==> src/rtl/phase_sequencer.sv <==
// rtl/phase_sequencer.sv - eight-phase instruction sequencer for the 8-bit accumulator processor
// Generates fetch/execute strobes from a free-running phase counter and a sticky halt flag.
module phase_sequencer (
  input  logic       clk,
  input  logic       rst,
  input  logic [2:0] opcode,
  input  logic       zero,
  output logic       sel,
  output logic       rd,
  output logic       ldir,
  output logic       inc_pc,
  output logic       ld_pc,
  output logic       ld_ac,
  output logic       wr,
  output logic       data_e,
  output logic       halt,
  output logic [2:0] phase
);

  localparam logic [2:0] PH_INST_ADDR  = 3'd0;
  localparam logic [2:0] PH_INST_FETCH = 3'd1;
  localparam logic [2:0] PH_INST_LOAD  = 3'd2;
  localparam logic [2:0] PH_IDLE       = 3'd3;
  localparam logic [2:0] PH_OP_ADDR    = 3'd4;
  localparam logic [2:0] PH_OP_FETCH   = 3'd5;
  localparam logic [2:0] PH_ALU_OP     = 3'd6;
  localparam logic [2:0] PH_STORE      = 3'd7;

  localparam logic [2:0] OP_HLT = 3'd0;
  localparam logic [2:0] OP_SKZ = 3'd1;
  localparam logic [2:0] OP_ADD = 3'd2;
  localparam logic [2:0] OP_AND = 3'd3;
  localparam logic [2:0] OP_XOR = 3'd4;
  localparam logic [2:0] OP_LDA = 3'd5;
  localparam logic [2:0] OP_STO = 3'd6;
  localparam logic [2:0] OP_JMP = 3'd7;

  logic [2:0] phase_q;
  logic       halted_q;
  logic       is_hlt;
  logic       is_skz;
  logic       is_sto;
  logic       is_jmp;
  logic       aluop;
  logic       enter_halt;

  assign is_hlt = (opcode == OP_HLT);
  assign is_skz = (opcode == OP_SKZ);
  assign is_sto = (opcode == OP_STO);
  assign is_jmp = (opcode == OP_JMP);
  assign aluop  = (opcode == OP_ADD) || (opcode == OP_AND) ||
                  (opcode == OP_XOR) || (opcode == OP_LDA);

  // Halt is taken on the edge that ends OP_ADDR; the counter then stays parked at 4.
  assign enter_halt = !halted_q && (phase_q == PH_OP_ADDR) && is_hlt;

  always_ff @(posedge clk or negedge rst) begin
    if (!rst) begin
      phase_q  <= PH_INST_ADDR;
      halted_q <= 1'b0;
    end else if (enter_halt) begin
      halted_q <= 1'b1;
    end else if (!halted_q) begin
      phase_q <= phase_q + 3'd1;
    end
  end

  assign phase = phase_q;

  always_comb begin
    sel    = 1'b0;
    rd     = 1'b0;
    ldir   = 1'b0;
    inc_pc = 1'b0;
    ld_pc  = 1'b0;
    ld_ac  = 1'b0;
    wr     = 1'b0;
    data_e = 1'b0;
    halt   = 1'b0;
    if (halted_q) begin
      halt = 1'b1;
    end else begin
      case (phase_q)
        PH_INST_ADDR: begin
          sel = 1'b1;
        end
        PH_INST_FETCH: begin
          sel = 1'b1;
          rd  = 1'b1;
        end
        PH_INST_LOAD, PH_IDLE: begin
          sel  = 1'b1;
          rd   = 1'b1;
          ldir = 1'b1;
        end
        PH_OP_ADDR: begin
          inc_pc = 1'b1;
          halt   = is_hlt;
        end
        PH_OP_FETCH: begin
          rd = aluop;
        end
        PH_ALU_OP: begin
          rd     = aluop;
          inc_pc = is_skz && zero;
          ld_pc  = is_jmp;
          data_e = is_sto;
        end
        PH_STORE: begin
          // inc_pc with ld_pc on JMP is harmless: the PC gives load priority.
          rd     = aluop;
          ld_ac  = aluop;
          inc_pc = is_jmp;
          ld_pc  = is_jmp;
          wr     = is_sto;
          data_e = is_sto;
        end
        default: begin
          sel = 1'b0;
        end
      endcase
    end
  end

endmodule

==> config.mk <==
export PLATFORM = sky130hd
export DESIGN_NAME = phase_sequencer
export DESIGN_NICKNAME = d
export VERILOG_FILES = /design/src/rtl/phase_sequencer.sv
export SDC_FILE = /design/constraint.sdc
export NUM_CORES = 1
export LEC_CHECK = 0
export ABC_CLOCK_PERIOD_IN_PS = 2040
export CAP_MARGIN = 20
export CORE_AREA = 2 2 39 41
export CTS_CLUSTER_DIAMETER = 120
export DETAILED_ROUTE_END_ITERATION = 12
export DIE_AREA = 0 0 41 43
export SKIP_CTS_REPAIR_TIMING = 1
export SYNTH_ARGS = -nofsm -noshare
export SYNTH_HDL_FRONTEND = slang
export SYNTH_SLANG_ARGS = --single-unit
export TNS_END_PERCENT = 1
==> constraint.sdc <==
create_clock -name clk -period 2.04 [get_ports clk]
set_input_delay 0.306 -clock clk [delete_from_list [all_inputs] [get_ports clk]]
set_output_delay 0.306 -clock clk [all_outputs]
set_load 0.02 [all_outputs]
==> run_results.csv <==
group,metric,value,unit
status,status,"finished clean",
finish,nets,86,
power,leakage,0.412,nW
global_route,grt_max_degree,9,
finish,drive_gt1_share,26.4,%
global_route,grt_use_met3,2.09,%
finish,final_cell_area,672,µm²
power,power_density,1490,nW/µm²
worst_setup_path,r2r_slack,390,ps
placed_design,gp_congestion,0.688,
cts,clockBufferDepth,2,
global_route,grt_pass1_wl,1560,µm
sta,finClkSkew,2.98,ps
sta,finalCritPeriodShare,96.0,%
cts,cts_sinks,4,
global_route,antenna_found_initial,0,
cts,cts_made_buffers,3,
route,wl_per_cell,10.6,µm
route,via_per_inst,4.55,
sta,worst_pin_slew,264,ps
route,drt-initial-drc-count,6,
finish,area.growth.synth_to_final,86.5,%
sta,maxSlewHeadroom,82.3,%
worst_setup_path,crit_end,"sel",
flow_run,cap_violations,0,
finish,insertedDiodeCount,0,
route,route.detailed.drc,0,
sta,fin_ws,81.0,ps
placed_design,dp_slack,-237,ps
synthesis,yosysWarnings,0,
synthesis,synth_area,360,µm²
floorplanning,dieArea,1760,µm²
floorplanning,rows,14,
cts,cts_tree,"built",
sta,whs,277,ps
hold_path,hp-class,"primary input to async pin",
finish,final_cell_mix,"buf_4, clkdlybuf4s50_1, dlymetal6s2s_1",
floorplanning,start_util,26.0,%
global_route,track_usage,13.4,%
floorplanning,die_h,43,µm
synthesis,syn_inst,41,
sta,maxSlewViolCount,0,
placed_design,place_area,633,µm²
synthesis,ys_seq_elements,4,
route,ant_nets,0,
global_route,grt-busiest-layer,"met2",
route,drt-total-wl,931,µm
global_route,grt_pass1_vias,403,
worst_setup_path,reg2reg_from,"phase[0]$_DFFE_PN0P_",
synthesis,syn_area_per_cell,8.79,µm²
worst_setup_path,worst_r2r_path_depth,6,
worst_setup_path,cp-end-kind,"output pin",
synthesis,netlist_top_cells_area,"dfrtp_1, ha_1, inv_1, xnor2_1, nor3_1",
worst_setup_path,r2r_end,"phase[1]$_DFFE_PN0P_",
sta,setup_viol,0,
worst_setup_path,crit_type,"register to output pin",
floorplanning,core-area,1380,µm²
global_route,gr-usage-met2,21.3,%
worst_setup_path,start_kind,"register",
worst_setup_path,setup.worst_path.start,"phase[0]$_DFFE_PN0P_",
synthesis,synth_top_cell_by_area,"dfrtp_1",
worst_setup_path,arrival,1650,ps
cts,insertion_delay,230,ps
floorplanning,die_w,41,µm
global_route,use_met1,14.9,%
sta,layout_min_cycle_time,1960,ps
worst_setup_path,cp.required,1730,ps
floorplanning,io_pins,18,
global_route,grt.overflow.total,0,
placed_design,port-buffer-count,17,
sta,setup-tns-final,0,ps
power,ir_drop,767,µV
cts,cts_htree_levels,1,
cts,clockRootBuffer,"clkbuf_4",
sta,grt_setup_unrepaired,"true",
synthesis,ys_types,18,
finish,mostFrequentLayoutCell,"buf_4",
synthesis,yosysSeqAreaShare,27.8,%
finish,fin_util,48.6,%
cts,path_clk_slew,40,ps
finish,n_fill_cell,149,
placed_design,dp_hpwl,745,µm
route,vias,400,
route,dr.pass1.iters,4,
synthesis,synth.net_count,53,
worst_setup_path,cp_max_fo,4,
synthesis,synth_top_area_share,27.8,%
sta,fmax,510,MHz
sta,hold_viol,0,
## cell type report
cell class | instances | area (µm²) | share of cell area, %
Clock buffer | 3 | 22.5 | 3.35
Inverter | 5 | 18.8 | 2.79
Multi-Input combinational cell | 32 | 250 | 37.2
Sequential cell | 4 | 100 | 14.9
Tap cell | 16 | 20.0 | 2.98
Timing Repair Buffer | 28 | 260 | 38.7
## worst min path at each step
stage / to / cells past startpoint / slack, ps
after floorplan: halted_q$_DFFE_PN0P_ / 0 / 10
after global placement: phase[1]$_DFFE_PN0P_ / 1 / 530
after global routing: phase[1]$_DFFE_PN0P_ / 1 / 290
after CTS: phase[1]$_DFFE_PN0P_ / 1 / 270
final: phase[1]$_DFFE_PN0P_ / 1 / 280
after detailed placement: phase[1]$_DFFE_PN0P_ / 1 / 530
## sequential cells by signal, summed over array words and instances (netlist names)
signal	cells
phase	3
halted_q	1
## synth_stat cells (all sizes together)
| library cell | n |
|---|---|
| nand2b | 2 |
| nor3 | 3 |
| nand2 | 2 |
| ha | 6 |
| a211oi | 2 |
| o21ai | 2 |
| or3 | 1 |
| nand4 | 1 |
| mux2 | 1 |
| inv | 5 |
| xnor2 | 2 |
| nor4b | 1 |
| nor4 | 1 |
| a21oi | 3 |
| dfrtp | 4 |
| nor2 | 4 |
| a31oi | 1 |
## kinds of logic after synthesis
family	after synthesis	share of synthesized area, %
AOI/OAI and AO/OA	8	13.9
xor gates and xnor gates	2	4.86
adders and majority gates	6	20.8
buffers and inverters	5	5.21
DFF	4	27.8
muxes	1	4.17
and+or+nand+nor	15	23.3
## power by group
| group | internal (mW) | switching (mW) |
|---|---|---|
| Sequential | 0.124 | 0.0515 |
| Clock | 0.0659 | 0.0330 |
| Combinational | 0.385 | 0.340 |
| Total | 0.575 | 0.424 |
## critical path: stages, from the launching register on
cell	delay, ps
dfrtp_1	390
inv_1	90
ha_1	210
or3_1	370
a21oi_1	150
nor2_1	50
clkbuf_2	160
## layer usage
metal  routed length, µm  vias to the layer above  part of all wire [%]
met5                   0                        -                     0
li1                    -                      207                     -
met2                 466                       15                    50
met1                 403                      178                    43
met3                  61                        0                   6.6
met4                   0                        0                     0
## stage by stage
stage	cells	power, mW
after floorplan	41	0.538
after global placement	85	0.922
after detailed placement	85	0.923
after CTS	88	1.04
after global routing	88	1.09
final	88	0.999
Power figures use the tool's default switching activity.
==> RTL edit 1: new RTL, same settings <==
Register the inputs `opcode` and `zero` before use, with the module's reset. The logic sees them one clock later.
--- a/src/rtl/phase_sequencer.sv
+++ b/src/rtl/phase_sequencer.sv
@@ -35,6 +35,19 @@
   localparam logic [2:0] OP_STO = 3'd6;
   localparam logic [2:0] OP_JMP = 3'd7;
 
+  logic [2:0] opcode_q;
+  logic zero_q;
+
+  always_ff @(posedge clk or negedge rst) begin
+    if (!rst) begin
+      opcode_q <= '0;
+      zero_q   <= '0;
+    end else begin
+      opcode_q <= opcode;
+      zero_q   <= zero;
+    end
+  end
+
   logic [2:0] phase_q;
   logic       halted_q;
   logic       is_hlt;
@@ -44,12 +57,12 @@
   logic       aluop;
   logic       enter_halt;
 
-  assign is_hlt = (opcode == OP_HLT);
-  assign is_skz = (opcode == OP_SKZ);
-  assign is_sto = (opcode == OP_STO);
-  assign is_jmp = (opcode == OP_JMP);
-  assign aluop  = (opcode == OP_ADD) || (opcode == OP_AND) ||
-                  (opcode == OP_XOR) || (opcode == OP_LDA);
+  assign is_hlt = (opcode_q == OP_HLT);
+  assign is_skz = (opcode_q == OP_SKZ);
+  assign is_sto = (opcode_q == OP_STO);
+  assign is_jmp = (opcode_q == OP_JMP);
+  assign aluop  = (opcode_q == OP_ADD) || (opcode_q == OP_AND) ||
+                  (opcode_q == OP_XOR) || (opcode_q == OP_LDA);
 
   // Halt is taken on the edge that ends OP_ADDR; the counter then stays parked at 4.
   assign enter_halt = !halted_q && (phase_q == PH_OP_ADDR) && is_hlt;
@@ -102,7 +115,7 @@
         end
         PH_ALU_OP: begin
           rd     = aluop;
-          inc_pc = is_skz && zero;
+          inc_pc = is_skz && zero_q;
           ld_pc  = is_jmp;
           data_e = is_sto;
         end
Formal check against the unedited RTL: not equivalent (Yosys sat finds a counterexample within 10 cycles, from zero or initial values and one cycle with rst low).
==> RTL edit 1 against the unedited design <==
Total power grew 9.3%. Maximum frequency grew 2.1%. Final area grew 18%. Wire length grew 6.8%. Global-route usage grew 0.75 points. Area after synthesis grew 30%. Final cell count grew 4.5%. Sequential cell count grew 4. Count of clock-buffer cells in the layout is the same. Sequential power grew 43%. Setup slack gained 40 ps. Critical endpoint is now inc_pc. Largest cell class unchanged. Largest power group unchanged.
==> RTL edit 1: results (changes against the unedited design) <==
.. list-table::
   :header-rows: 1

   * - Metric
     - Value
   * - Run status
     - finished, final reports clean (unchanged)
   * - Minimum hold slack
     - 337 ps (was 277 ps)
   * - Detailed-route via count
     - 416 (was 400)
   * - Arrival time worst endpoint
     - 1610 ps (was 1650 ps)
   * - Clock Latency Late Sink
     - 250 ps (was 230 ps)
   * - Count of routing violations after the opening detailed-route iteration
     - 0 (was 6)
   * - Top post-synthesis cells by count
     - sky130_fd_sc_hd__dfrtp_1, sky130_fd_sc_hd__inv_1, sky130_fd_sc_hd__ha_1, sky130_fd_sc_hd__nor2_1 (was sky130_fd_sc_hd__ha_1, sky130_fd_sc_hd__inv_1, sky130_fd_sc_hd__dfrtp_1, sky130_fd_sc_hd__nor2_1, sky130_fd_sc_hd__nor3_1)
   * - Reg2reg setup slack
     - 510 ps (was 390 ps)
   * - Total global-route track usage
     - 14.1% (was 13.4%)
   * - First-pass GRT wire length
     - 1650 um (was 1560 um)
   * - Fraction of final layout cells sized beyond drive strength 1
     - 31.6% (was 26.4%)
   * - Peak supply drop
     - 0.552 mV (was 0.767 mV)
   * - Kind of cell adding the most delay to the critical path
     - flip-flops (was simple AND/OR/NAND/NOR gates)
   * - Critical Path Source
     - opcode_q[1] (was phase[0])
   * - Fmax achieved
     - 521 MHz (was 510 MHz)
   * - Worst slew margin
     - 75.3% (was 82.3%)
   * - Unique cell type count in the Yosys netlist
     - 19 (was 18)
   * - Leakage dissipation
     - 0.472 nW (was 0.412 nW)
   * - Worst setup endpoint
     - inc_pc (was sel)
   * - Seq/Total Area, Yosys
     - 42.9% (was 27.8%)
   * - Xor and xnor area share after synthesis
     - 3.75% (was 4.86%)
   * - RePlAce Congestion
     - 0.770 (was 0.688)
   * - Share of the synthesized area in compound gates (AO/OA/AOI/OAI)
     - 11.8% (was 13.9%)
   * - Place WS
     - -78.8 ps (was -237 ps)
   * - Number of detailed-route iterations in the first pass
     - 1 (was 4)
   * - Placed Area
     - 757 um2 (was 633 um2)
   * - Vias in the first global route
     - 381 (was 403)
   * - Most area-consuming cells after synthesis
     - sky130_fd_sc_hd__dfrtp_1, sky130_fd_sc_hd__ha_1, sky130_fd_sc_hd__inv_1, sky130_fd_sc_hd__a31oi_4, sky130_fd_sc_hd__nor2_1 (was sky130_fd_sc_hd__dfrtp_1, sky130_fd_sc_hd__ha_1, sky130_fd_sc_hd__inv_1, sky130_fd_sc_hd__xnor2_1, sky130_fd_sc_hd__nor3_1)
   * - Critical-path cell with the highest stage delay
     - sky130_fd_sc_hd__dfrtp_2 (was sky130_fd_sc_hd__dfrtp_1)
   * - Mux contribution to synthesized area
     - 5.36% (was 4.17%)
   * - Nets in the synthesized netlist
     - 54 (was 53)
   * - CP max stage delay
     - 430 ps (was 390 ps)
   * - Routed WL per cell
     - 10.8 um (was 10.6 um)
   * - Final worst clock skew
     - 0.515 ps (was 2.98 ps)
   * - Number of vias per cell after detailed routing
     - 4.52 (was 4.55)
   * - Worst r2r src
     - phase[0] (unchanged)
## RTL edit 1: per-layer routing
layer	wire, um	vias to the layer above	share of wire, %	global-route usage, %
li1	-	213	-	-
met1	448	184	45	20.4
met2	473	17	48	19.7
met3	57	2	5.7	1.57
met4	14	0	1.4	8.00
met5	0	-	0	0
## RTL edit 1: metrics by stage
stage | TNS [ps] | utilization, %
after floorplan | 0 | -
after global placement | -44.6 | 54.7
after detailed placement | -78.8 | 54.7
after CTS | -1320 | 56.3
after global routing | -27.7 | 57.4
final | 0 | 57.4
## RTL edit 1: cell type report
class	instances	area, um2
Clock buffer	3	22.5
Tap cell	16	20.0
Multi-Input combinational cell	28	239
Sequential cell	8	203
Inverter	6	22.5
Timing Repair Buffer	31	288
Fill cell	135	589
## RTL edit 1: report_power, final
group	internal, mW	leakage, nW	switching [mW]
sequential	0.208	0.0906	0.0425
clock	0.0671	0.0138	0.0502
combinational	0.392	0.368	0.332
total	0.667	0.472	0.425
==> RTL edit 2: new RTL, same flow settings <==
Without the edit above. Register the output `ldir`, with the module's reset; this adds one clock of latency there. The other outputs are not delayed to match.
--- a/src/rtl/phase_sequencer.sv
+++ b/src/rtl/phase_sequencer.sv
@@ -35,6 +35,8 @@
   localparam logic [2:0] OP_STO = 3'd6;
   localparam logic [2:0] OP_JMP = 3'd7;
 
+  logic ldir_d;
+
   logic [2:0] phase_q;
   logic       halted_q;
   logic       is_hlt;
@@ -70,7 +72,7 @@
   always_comb begin
     sel    = 1'b0;
     rd     = 1'b0;
-    ldir   = 1'b0;
+    ldir_d = 1'b0;
     inc_pc = 1'b0;
     ld_pc  = 1'b0;
     ld_ac  = 1'b0;
@@ -91,7 +93,7 @@
         PH_INST_LOAD, PH_IDLE: begin
           sel  = 1'b1;
           rd   = 1'b1;
-          ldir = 1'b1;
+          ldir_d = 1'b1;
         end
         PH_OP_ADDR: begin
           inc_pc = 1'b1;
@@ -122,5 +124,13 @@
     end
   end
 
+  always_ff @(posedge clk or negedge rst) begin
+    if (!rst) begin
+      ldir <= '0;
+    end else begin
+      ldir <= ldir_d;
+    end
+  end
+
 endmodule
 
Check against the original RTL: not equivalent (a bounded check fails within 4 cycles, from zero or initial values and one cycle with rst low).
==> RTL edit 2 against the unedited design <==
Setup slack better by 11 ps. Total power up 10%. Register-to-register slack better by 30 ps. Final area is 11% higher. Combinational power grew 9.5%. Wire length grew 6.2%. Area after synthesis grew 8.7%. Sequential cell count is 1 higher. Die area did not move. Largest cell class unchanged. Highest routed layer unchanged.
==> RTL edit 2: results (changes against the unedited design) <==
.. list-table::
   :header-rows: 1

   * - Metric
     - Value
   * - Run status
     - finished, final reports clean (unchanged)
   * - Leakage dissipation
     - 0.421 nW (was 0.412 nW)
   * - Vias in the first global route
     - 412 (was 403)
   * - Top post-synthesis cells by count
     - sky130_fd_sc_hd__ha_1, sky130_fd_sc_hd__dfrtp_1, sky130_fd_sc_hd__inv_1 (was sky130_fd_sc_hd__ha_1, sky130_fd_sc_hd__inv_1, sky130_fd_sc_hd__dfrtp_1, sky130_fd_sc_hd__nor2_1, sky130_fd_sc_hd__nor3_1)
   * - Fraction of the mapped netlist area in adder cells
     - 19.2% (was 20.8%)
   * - Placed Area
     - 712 um2 (was 633 um2)
   * - Area added between synthesis and finish
     - 91.1% (was 86.5%)
   * - First-pass GRT wire length
     - 1590 um (was 1560 um)
   * - Mapped Cells
     - 41 (unchanged)
   * - Most area-consuming cells after synthesis
     - sky130_fd_sc_hd__dfrtp_1, sky130_fd_sc_hd__ha_1, sky130_fd_sc_hd__nor4b_4, sky130_fd_sc_hd__inv_1, sky130_fd_sc_hd__nor3_1 (was sky130_fd_sc_hd__dfrtp_1, sky130_fd_sc_hd__ha_1, sky130_fd_sc_hd__inv_1, sky130_fd_sc_hd__xnor2_1, sky130_fd_sc_hd__nor3_1)
   * - Kind of cell adding the most delay to the critical path
     - flip-flops (was simple AND/OR/NAND/NOR gates)
   * - Internal Pwr Total
     - 0.652 mW (was 0.575 mW)
   * - Fraction of final layout cells sized beyond drive strength 1
     - 35.9% (was 26.4%)
   * - Fmax achieved
     - 513 MHz (was 510 MHz)
   * - Total global-route track usage
     - 13.8% (was 13.4%)
   * - Count of routing violations after the opening detailed-route iteration
     - 2 (was 6)
   * - Number of detailed-route iterations in the first pass
     - 2 (was 4)
   * - Worst setup endpoint
     - inc_pc (was sel)
   * - Largest net degree at the start of global routing
     - 8 (was 9)
   * - Most frequent cell after synthesis
     - sky130_fd_sc_hd__ha_1 (unchanged)
   * - Critical Path Source
     - phase[1] (was phase[0])
   * - Transition time at the pin with the least slew margin
     - 254 ps (was 264 ps)
   * - Detailed-route via count
     - 429 (was 400)
   * - Unique cell type count in the Yosys netlist
     - 22 (was 18)
   * - Final worst clock skew
     - 0.120 ps (was 2.98 ps)
   * - Place WS
     - -289 ps (was -237 ps)
   * - Wire length after detailed routing
     - 989 um (was 931 um)
   * - Mux contribution to synthesized area
     - 3.83% (was 4.17%)
   * - Peak supply drop
     - 0.861 mV (was 0.767 mV)
   * - Reg2reg setup slack
     - 420 ps (was 390 ps)
   * - Nets
     - 91 (was 86)
   * - Number of cells in the design after placement
     - 90 (was 85)
   * - Minimum hold slack
     - 281 ps (was 277 ps)
   * - RePlAce Congestion
     - 0.761 (was 0.688)
   * - Detail Placement HPWL
     - 824 um (was 745 um)
   * - Seq/Total Area, Yosys
     - 31.9% (was 27.8%)
   * - Routed WL per cell
     - 10.5 um (was 10.6 um)
   * - Share of the synthesized area in compound gates (AO/OA/AOI/OAI)
     - 11.8% (was 13.9%)
   * - Xor and xnor area share after synthesis
     - 4.47% (was 4.86%)
## RTL edit 2: routing by layer
layer | global-route usage [%] | vias to the layer above | wire length (um)
met5 | 0 | - | 0
met4 | 6.00 | 0 | 0
met3 | 4.71 | 0 | 57
met1 | 16.4 | 199 | 424
met2 | 21.6 | 13 | 508
li1 | - | 217 | -
## RTL edit 2: power by group through the flow
stage / combinational, mW / clock (mW) / sequential, mW
4_1_cts: 0.814 / 0.120 / 0.196
6_report: 0.794 / 0.113 / 0.195
2_1_floorplan: 0.324 / 0 / 0.248
5_1_grt: 0.874 / 0.130 / 0.205
3_5_place_dp: 0.809 / 0 / 0.197
3_3_place_gp: 0.806 / 0 / 0.196
## RTL edit 2: layout make-up
class,count,area [um2]
fillers,138,636
repair buffers,34,300
multi-input cells,30,258
flip-flops and latches,5,125
clock buffers,4,26.3
well taps,16,20.0
inverters,5,18.8
